===== config.mk =====
export PLATFORM = sky130hd
export DESIGN_NAME = edge_endpoint_flat
export DESIGN_NICKNAME = d
export VERILOG_FILES = /design/src/rtl/edge_endpoint_if.sv /design/src/rtl/edge_endpoint.sv /design/src/flat_wrapper.sv
export SDC_FILE = /design/constraint.sdc
export NUM_CORES = 1
export LEC_CHECK = 0
export BUFFER_PORTS_ARGS = -buffer_cell sky130_fd_sc_hd__buf_2
export CAP_MARGIN = 40
export CORE_ASPECT_RATIO = 0.6
export CORE_MARGIN = 2
export CORE_UTILIZATION = 55
export DETAILED_ROUTE_END_ITERATION = 7
export GPL_TIMING_DRIVEN = 1
export PLACE_DENSITY = 0.8
export RECOVER_POWER = 100
export SLEW_MARGIN = 20
export SYNTH_ARGS = -nofsm -noshare
export SYNTH_HDL_FRONTEND = slang
export SYNTH_SLANG_ARGS = --single-unit

===== constraint.sdc =====
create_clock -name clk -period 5.9 [get_ports clk]
set_input_delay 0.885 -clock clk [delete_from_list [all_inputs] [get_ports clk]]
set_output_delay 0.885 -clock clk [all_outputs]
set_load 0.03 [all_outputs]

===== src/rtl/edge_endpoint_if.sv =====
// Handshake bundle between an edge endpoint, its local client and the mesh edge port.
// The slave modport is the endpoint's view; master is the view of whoever drives it.
interface edge_endpoint_if #(
  parameter int COORD_WIDTH = 4,
  parameter int DATA_WIDTH  = 32,
  parameter int TX_DEPTH    = 4
);
  localparam int FW = 2*COORD_WIDTH + DATA_WIDTH;
  localparam int LW = $clog2(TX_DEPTH) + 1;

  logic                   tx_valid;
  logic                   tx_ready;
  logic [COORD_WIDTH-1:0] tx_dst_x;
  logic [COORD_WIDTH-1:0] tx_dst_y;
  logic [DATA_WIDTH-1:0]  tx_data;

  logic                   mesh_out_valid;
  logic                   mesh_out_ready;
  logic [FW-1:0]          mesh_out_flit;

  logic                   mesh_in_valid;
  logic                   mesh_in_ready;
  logic [FW-1:0]          mesh_in_flit;

  logic                   rx_valid;
  logic                   rx_ready;
  logic [DATA_WIDTH-1:0]  rx_data;

  logic [7:0]             drop_count;
  logic [LW-1:0]          tx_level;

  modport slave (
    input  tx_valid, tx_dst_x, tx_dst_y, tx_data, mesh_out_ready,
           mesh_in_valid, mesh_in_flit, rx_ready,
    output tx_ready, mesh_out_valid, mesh_out_flit, mesh_in_ready,
           rx_valid, rx_data, drop_count, tx_level
  );

  modport master (
    output tx_valid, tx_dst_x, tx_dst_y, tx_data, mesh_out_ready,
           mesh_in_valid, mesh_in_flit, rx_ready,
    input  tx_ready, mesh_out_valid, mesh_out_flit, mesh_in_ready,
           rx_valid, rx_data, drop_count, tx_level
  );
endinterface


===== src/rtl/edge_endpoint.sv =====
// Mesh edge endpoint: TX FIFO packing local packets into flits, RX skid buffer
// accepting flits addressed to (X,Y) and counting misrouted ones.
module edge_endpoint #(
  parameter int X           = 0,
  parameter int Y           = 0,
  parameter int COORD_WIDTH = 4,
  parameter int DATA_WIDTH  = 32,
  parameter int TX_DEPTH    = 4
) (
  input  logic           clk,
  input  logic           rst,
  edge_endpoint_if.slave bus
);
  localparam int FW = 2*COORD_WIDTH + DATA_WIDTH;
  localparam int AW = $clog2(TX_DEPTH);
  localparam int LW = AW + 1;
  localparam logic [COORD_WIDTH-1:0] LP_X = COORD_WIDTH'(X);
  localparam logic [COORD_WIDTH-1:0] LP_Y = COORD_WIDTH'(Y);

  logic [FW-1:0] r_tx_mem [TX_DEPTH];
  logic [AW-1:0] r_wr_ptr;
  logic [AW-1:0] r_rd_ptr;
  logic [LW-1:0] r_tx_level;
  logic          w_tx_ready;
  logic          w_out_valid;
  logic          w_tx_push;
  logic          w_tx_pop;

  // Readiness depends only on occupancy, so a full FIFO refuses even while popping.
  assign w_tx_ready  = (r_tx_level != LW'(TX_DEPTH));
  assign w_out_valid = (r_tx_level != '0);
  assign w_tx_push   = bus.tx_valid && w_tx_ready;
  assign w_tx_pop    = w_out_valid && bus.mesh_out_ready;

  assign bus.tx_ready       = w_tx_ready;
  assign bus.mesh_out_valid = w_out_valid;
  assign bus.mesh_out_flit  = r_tx_mem[r_rd_ptr];
  assign bus.tx_level       = r_tx_level;

  always_ff @(posedge clk or negedge rst) begin
    if (!rst) begin
      r_wr_ptr   <= '0;
      r_rd_ptr   <= '0;
      r_tx_level <= '0;
    end else begin
      if (w_tx_push) r_wr_ptr <= r_wr_ptr + AW'(1);
      if (w_tx_pop)  r_rd_ptr <= r_rd_ptr + AW'(1);
      case ({w_tx_push, w_tx_pop})
        2'b10:   r_tx_level <= r_tx_level + LW'(1);
        2'b01:   r_tx_level <= r_tx_level - LW'(1);
        default: r_tx_level <= r_tx_level;
      endcase
    end
  end

  always_ff @(posedge clk) begin
    if (w_tx_push) r_tx_mem[r_wr_ptr] <= {bus.tx_dst_x, bus.tx_dst_y, bus.tx_data};
  end

  typedef enum logic [1:0] {S_EMPTY, S_ONE, S_TWO} rx_state_t;

  rx_state_t             r_rx_state;
  rx_state_t             w_rx_state_nxt;
  logic [DATA_WIDTH-1:0] r_rx_head;
  logic [DATA_WIDTH-1:0] r_rx_tail;
  logic [7:0]            r_drop_count;
  logic                  w_in_ready;
  logic                  w_rx_valid;
  logic                  w_in_accept;
  logic                  w_match;
  logic                  w_store;
  logic                  w_rx_pop;
  logic                  w_head_from_in;
  logic                  w_head_from_tail;
  logic                  w_tail_from_in;

  assign w_in_ready  = (r_rx_state != S_TWO);
  assign w_rx_valid  = (r_rx_state != S_EMPTY);
  assign w_in_accept = bus.mesh_in_valid && w_in_ready;
  assign w_match     = (bus.mesh_in_flit[FW-1 -: COORD_WIDTH] == LP_X) &&
                       (bus.mesh_in_flit[FW-COORD_WIDTH-1 -: COORD_WIDTH] == LP_Y);
  assign w_store     = w_in_accept && w_match;
  assign w_rx_pop    = w_rx_valid && bus.rx_ready;

  assign bus.mesh_in_ready = w_in_ready;
  assign bus.rx_valid      = w_rx_valid;
  assign bus.rx_data       = r_rx_head;
  assign bus.drop_count    = r_drop_count;

  always_ff @(posedge clk or negedge rst) begin
    if (!rst) begin
      r_rx_state   <= S_EMPTY;
      r_drop_count <= '0;
    end else begin
      r_rx_state <= w_rx_state_nxt;
      if (w_in_accept && !w_match && (r_drop_count != 8'hFF))
        r_drop_count <= r_drop_count + 8'd1;
    end
  end

  // Head always holds the oldest payload; tail only fills while the head is stalled.
  always_comb begin
    w_rx_state_nxt   = r_rx_state;
    w_head_from_in   = 1'b0;
    w_head_from_tail = 1'b0;
    w_tail_from_in   = 1'b0;
    case (r_rx_state)
      S_EMPTY: begin
        if (w_store) begin
          w_rx_state_nxt = S_ONE;
          w_head_from_in = 1'b1;
        end
      end
      S_ONE: begin
        if (w_store && !w_rx_pop) begin
          w_rx_state_nxt = S_TWO;
          w_tail_from_in = 1'b1;
        end else if (w_store && w_rx_pop) begin
          w_head_from_in = 1'b1;
        end else if (w_rx_pop) begin
          w_rx_state_nxt = S_EMPTY;
        end
      end
      S_TWO: begin
        if (w_rx_pop) begin
          w_rx_state_nxt   = S_ONE;
          w_head_from_tail = 1'b1;
        end
      end
      default: w_rx_state_nxt = S_EMPTY;
    endcase
  end

  always_ff @(posedge clk) begin
    if (w_head_from_in)        r_rx_head <= bus.mesh_in_flit[DATA_WIDTH-1:0];
    else if (w_head_from_tail) r_rx_head <= r_rx_tail;
    if (w_tail_from_in)        r_rx_tail <= bus.mesh_in_flit[DATA_WIDTH-1:0];
  end
endmodule


===== src/flat_wrapper.sv =====
// flat-port wrapper written by rule: the top's interface ports become plain ports
module edge_endpoint_flat 
#(
  parameter int X           = 0,
  parameter int Y           = 0,
  parameter int COORD_WIDTH = 4,
  parameter int DATA_WIDTH  = 32,
  parameter int TX_DEPTH    = 4
)
  (clk, rst, bus_tx_valid, bus_tx_dst_x, bus_tx_dst_y, bus_tx_data, bus_mesh_out_ready, bus_mesh_in_valid, bus_mesh_in_flit, bus_rx_ready, bus_tx_ready, bus_mesh_out_valid, bus_mesh_out_flit, bus_mesh_in_ready, bus_rx_valid, bus_rx_data, bus_drop_count, bus_tx_level);
  edge_endpoint_if #(.COORD_WIDTH(COORD_WIDTH), .DATA_WIDTH(DATA_WIDTH), .TX_DEPTH(TX_DEPTH)) bus_i ();
  input  logic clk;
  input  logic rst;
  input wire logic [$bits(bus_i.tx_valid)-1:0] bus_tx_valid;
  input wire logic [$bits(bus_i.tx_dst_x)-1:0] bus_tx_dst_x;
  input wire logic [$bits(bus_i.tx_dst_y)-1:0] bus_tx_dst_y;
  input wire logic [$bits(bus_i.tx_data)-1:0] bus_tx_data;
  input wire logic [$bits(bus_i.mesh_out_ready)-1:0] bus_mesh_out_ready;
  input wire logic [$bits(bus_i.mesh_in_valid)-1:0] bus_mesh_in_valid;
  input wire logic [$bits(bus_i.mesh_in_flit)-1:0] bus_mesh_in_flit;
  input wire logic [$bits(bus_i.rx_ready)-1:0] bus_rx_ready;
  output wire logic [$bits(bus_i.tx_ready)-1:0] bus_tx_ready;
  output wire logic [$bits(bus_i.mesh_out_valid)-1:0] bus_mesh_out_valid;
  output wire logic [$bits(bus_i.mesh_out_flit)-1:0] bus_mesh_out_flit;
  output wire logic [$bits(bus_i.mesh_in_ready)-1:0] bus_mesh_in_ready;
  output wire logic [$bits(bus_i.rx_valid)-1:0] bus_rx_valid;
  output wire logic [$bits(bus_i.rx_data)-1:0] bus_rx_data;
  output wire logic [$bits(bus_i.drop_count)-1:0] bus_drop_count;
  output wire logic [$bits(bus_i.tx_level)-1:0] bus_tx_level;
  assign bus_i.tx_valid = bus_tx_valid;
  assign bus_i.tx_dst_x = bus_tx_dst_x;
  assign bus_i.tx_dst_y = bus_tx_dst_y;
  assign bus_i.tx_data = bus_tx_data;
  assign bus_i.mesh_out_ready = bus_mesh_out_ready;
  assign bus_i.mesh_in_valid = bus_mesh_in_valid;
  assign bus_i.mesh_in_flit = bus_mesh_in_flit;
  assign bus_i.rx_ready = bus_rx_ready;
  assign bus_tx_ready = bus_i.tx_ready;
  assign bus_mesh_out_valid = bus_i.mesh_out_valid;
  assign bus_mesh_out_flit = bus_i.mesh_out_flit;
  assign bus_mesh_in_ready = bus_i.mesh_in_ready;
  assign bus_rx_valid = bus_i.rx_valid;
  assign bus_rx_data = bus_i.rx_data;
  assign bus_drop_count = bus_i.drop_count;
  assign bus_tx_level = bus_i.tx_level;
  edge_endpoint #(.X(X), .Y(Y), .COORD_WIDTH(COORD_WIDTH), .DATA_WIDTH(DATA_WIDTH), .TX_DEPTH(TX_DEPTH)) u_core (.clk(clk), .rst(rst), .bus(bus_i));
endmodule

Word-level counts from Yosys, hierarchy flattened
Memories as Yosys holds them, arrays and structs flattened.
Index checks and enable logic that the tools add are counted.
Word-level totals
  memories: 1
  bits in writable memories: 160
  output and inout port bits: 87
  logic and storage cells: 63
  flip-flop bits (word level): 81
  input port bits: 86
Cells by class
  equal/unequal tests: 11
  add/sub/neg operators: 5
  multiplexer cells: 19
  reductions and logical operators: 20
Memories
  u_core.r_tx_mem: depth 4, width 40, read ports 1, clocked after Yosys merged registers in 0, wr ports 1, line edge_endpoint.sv:20  | logic [FW-1:0] r_tx_mem [TX_DEPTH];
Operators by type and width (number)
  $mux W32: 2
  $logic_and A1 B1 Y1: 10
  $mux W2: 5
  $mux W1: 9
  $add A8 B1 Y8 const B: 1
  $logic_not A4 Y1: 2
  $ne A8 B8 Y1 const B: 1
  $pmux W2 S3: 1
  $pmux W3 S2: 1
  $reduce_bool A2 Y1: 3
  $add A2 B1 Y2 const B: 2
  $eq A2 B1 Y1 const B: 2
  $eq A2 B2 Y1 const B: 2
  $ne A2 B1 Y1 const B: 2
  $reduce_and A4 Y1: 1
  $add A3 B1 Y3 const B: 1
  $ne A3 B1 Y1 const B: 1
  $ne A3 B2 Y1 const B: 1
  $ne A3 B3 Y1 const B: 1
  $reduce_bool A3 Y1: 1
  $sub A3 B1 Y3 const B: 1
  $logic_not A1 Y1: 2
  $logic_not A2 Y1: 1
  $ne A2 B2 Y1 const B: 1
  $pmux W1 S2: 1

Depth between registers and ports, before layout
  word-level depth: 8
  mapped depth: 10
  gate-level depth less buffers: 10

Least setup slack after synthesis
No wires, ideal clock.
  path type: input to register
  start: input port bus_mesh_in_flit[39]
  end: register u_core.r_rx_tail[0], enable pin
  stages on the path: 3
  data arrival time: 3.878 ns
  buffers on the path: 0
  library setup time: 0.468 ns
  data required time: 5.432 ns
  slack: 1.554 ns
  path through: nor4_2 nand3_2 nor3b_1
Between the ends
  longest elaborated chain between the ends: 6
RTL lines
  start: declaration: line flat_wrapper.sv:20  | input wire logic [$bits(bus_i.mesh_in_flit)-1:0] bus_mesh_in_flit;
  $logic_not A4 Y1: line edge_endpoint.sv:80  | assign w_match = (bus.mesh_in_flit[FW-1 -: COORD_WIDTH] == LP_X) &&
  $logic_and A1 B1 Y1: line edge_endpoint.sv:80
  $logic_and A1 B1 Y1: line edge_endpoint.sv:82  | assign w_store = w_in_accept && w_match;
  $logic_and A1 B1 Y1: line edge_endpoint.sv:115  | if (w_store && !w_rx_pop) begin
  $mux W1: line edge_endpoint.sv:115
  $mux W1: line edge_endpoint.sv:107  | case (r_rx_state)
  end signal: assignment: line edge_endpoint.sv:137  | if (w_tail_from_in) r_rx_tail <= bus.mesh_in_flit[DATA_WIDTH-1:0];
  end: declaration: line edge_endpoint.sv:65  | logic [DATA_WIDTH-1:0] r_rx_tail;
Every way passes these cells.
A chain may end at the register's enable or synchronous reset.

Worst setup path in the final report
  start: register u_core.r_rd_ptr[0]
  end: output port bus_mesh_out_flit[36]
Between the ends
  longest elaborated chain between the ends: 1
RTL lines
  start: declaration: line edge_endpoint.sv:22  | logic [AW-1:0] r_rd_ptr;
  start signal: assignment: line edge_endpoint.sv:47  | if (w_tx_pop) r_rd_ptr <= r_rd_ptr + AW'(1);
  $mem_v2 Z4 W40
  end: declaration: line flat_wrapper.sv:24  | output wire logic [$bits(bus_i.mesh_out_flit)-1:0] bus_mesh_out_flit;
Every way passes these cells.

==> flow_summary.toml <==
[global_routing]
grt_first_pass_wirelength_um = 25000
grt_overflow = 0
grt_max_degree = 34
grt.busiest_layer = "met2"
grtUsageMet1_pct = 26.5
met2_usage_pct = 31.6
grt_pass1_vias = 4558
antenna_found_initial = 1
grt_usage_pct = 19.0
grt.met3_usage_pct = 4.03

[floorplan]
fp.dieArea_um2 = 17500
core_um2 = 16200
die_height_um = 103
start_util_pct = 56.0
rows = 36
die_x_um = 170
ios = 173

[power_and_ir_drop]
p_leak_nw = 3.53
powerDensity_nw_per_um2 = 490
ir_worst_vdd_mv = 0.312
finalPower_mw = 5.24

[routing]
drc = 0
wl_per_cell_um = 20.3
vias_per_cell = 5.46
drt_pass1_iterations = 7
routed_wl_um = 16600
vias = 4460
antenna_left = 0
drtIter0Drc = 287

[setup_path]
crit_family = "buffers and inverters"
crit_path_end_kind = "output port"
required_ns = 5.02
cp_common_cell = "clkbuf_1"
worst_setup_path_start_kind = "flop"
path_buf_inv = 3
worstSetupPathType = "reg -> out"
slowest_stage = "clkbuf_1"
worstPathMaxFanout = 21
worstPathArrival_ns = 3.43
path_cells = "clkbuf_1 -> buf_4 -> mux4_2 -> clkbuf_1"
max_stage_delay_ns = 0.89

[logic_synthesis]
synth_compound_area_share_pct = 0.746
synth_top_area_share_pct = 74.3
synth_edf_count = 224
synthAdderAreaFrac_pct = 1.05
yosysSeqAreaShare_pct = 79.0
synth_ff_type = "edfxtp_1"
synthArstFlopShare_pct = 7.05
synthMuxAreaShare_pct = 14.5
synth.distinct_cells = 41
synthXorXnorAreaFrac_pct = 0.967
yosys_warnings = 0
synthesis.instances = 403
synth_seq_cells = 241
yosysTopAreaCell = "edfxtp_1"
synth_top_family_by_area = "multiplexers"
synth_area_leaders = "edfxtp_1 74%, mux4_2 9.9%, dfrtp_1 4.7%, mux2_1 4.0%, ha_1 0.83%"
synth-simple-area-share_pct = 2.50
synth_nets = 496
netlist_area_um2 = 9060
synth.avg_cell_area_um2 = 22.5

[layout]
num-fill-cells = 1141
final_common_cell = "edfxtp_1"
nets = 687
register_area_um2 = 7150
area_growth_pct = 18.0
multi_input_area_um2 = 1780
drive_gt1_share_pct = 17.1
fin_area_um2 = 10700
mostFrequentLayoutCells = "224 x edfxtp_1, 162 x clkbuf_1, 40 x mux4_2"
num_antenna_cells = 0

[clock_tree]
clk_pin_slew_worst_paths_ns = 0.06
clockBufferDepth = 3
cts_root_buf = "clkbuf_16"
cts_tree = "done"
clock_latency_ns = 0.49
cts_inserted_buffers = 22
cts_resized = 0
ctsHoldBuffers = 0
h-tree-depth = 1
cts_num_sinks = 241
postCtsSetupBuffers = 0

[timing]
fmax_ghz = 0.232
hold_viol_final = 0
finalSetupViolations = 0
period_share_pct = 73.1
relSlewSlack_pct = -25.8
whs_ns = 0.508
rsz0062_at_grt = "false"
worst_pin_slew_ns = 1.89
fin_crit_ns = 4.31
skew_ns = 0.00962
slew_viol_final = 146
fin_tns_setup_ns = 0
setup_slack_ns = 1.59

[status]
violations = "capacitance limit, slew limit"
status = "finished with violations"

[place]
dp_hpwl_um = 10900
post_dp_cell_area_um2 = 10200
pre_cts_ws_ns = 2.54
io_buffers = 172
gp_congestion = 0.815

[run]
cap_violations = 6

[worst_hold_path]
worst_hold_path_type = "in -> async"
==> cell usage after synthesis, types with 3 or more instances <==
cell	n
edfxtp_1	224
mux4_2	40
mux2_1	32
dfrtp_1	17
inv_1	9
ha_1	6
xor2_1	6
nor3_1	5
and3_1	4
buf_1	4
buf_2	4
nand2_1	4
xnor2_1	4
a21oi_1	3
buf_6	3
clkbuf_1	3
mux2_2	3
nand3_1	3
==> worst reg2reg max path, cell delays in order (launching register included) <==
cell and delay (ns):
dfrtp_1 0.40, nor2b_1 0.20, nor3_4 0.11, clkbuf_1 1.37, a21o_2 0.73
==> report_power, final <==
part	leakage [nW]	total [mW]	internal, mW	switching, mW
Clock	0.369	1.47	0.890	0.577
Sequential	2.24	2.33	2.17	0.157
Combinational	0.915	1.45	0.487	0.959
Total	3.53	5.24	3.55	1.69
==> cell families (layout without fill, tap and decap cells) <==
group	Yosys count	in the layout
buffers and inverters	23	228
xor gates and xnor gates	10	10
and+or+nand+nor	35	35
adders and majority gates	7	7
muxes	77	77
AOI/OAI and AO/OA	10	10
DFF	241	241
==> sequential cells by signal, summed over array words and instances, names as in the netlist <==
name,cells
u_core.r_wr_ptr,2
u_core.bus.tx_level,3
u_core.r_rx_state,2
u_core.r_tx_mem,160
u_core.r_rx_tail,32
u_core.r_rd_ptr,2
u_core.bus.rx_data,32
u_core.bus.drop_count,8
==> worst paths after layout <==
path / start / end / slack (ns) / cells after the start
hold reg to reg: u_core.r_rx_tail[4] / u_core.bus.rx_data[4] / 0.53 / 1
min in group clk: u_core.r_rx_tail[4] / u_core.bus.rx_data[4] / 0.53 / 1
setup reg to reg: u_core.r_rx_state[0] / u_core.bus.rx_data[10] / 2.70 / 4
setup / recovery: u_core.r_rd_ptr[0] / bus_mesh_out_flit[36] / 1.59 / 4
hold / removal: rst / u_core.bus.drop_count[5] / 0.51 / 1
max in group asynchronous: rst / u_core.bus.tx_level[0] / 4.83 / 1
==> final cells by class <==
| type | count | share of cell area (%) |
|---|---|---|
| Clock buffer | 28 | 5.56 |
| Multi-Input combinational cell | 139 | 16.7 |
| Tap cell | 209 | 2.45 |
| Sequential cell | 241 | 66.9 |
| Timing Repair Buffer | 181 | 6.66 |
| Inverter | 9 | 0.316 |
| Clock inverter | 10 | 1.45 |
==> metrics by stage <==
stage          instances  util, %
6_report             817     66.1
5_1_grt              817     66.1
4_1_cts              816     68.0
3_5_place_dp         778     63.3
3_3_place_gp         773     62.7
2_1_floorplan        403        -
==> routing by layer <==
layer | up-vias | wire (um)
met4 | 0 | 191
met2 | 111 | 8070
met5 | - | 0
met1 | 2300 | 7490
met3 | 16 | 841
li1 | 2033 | -
No activity file was read; power rests on OpenSTA's default activity.
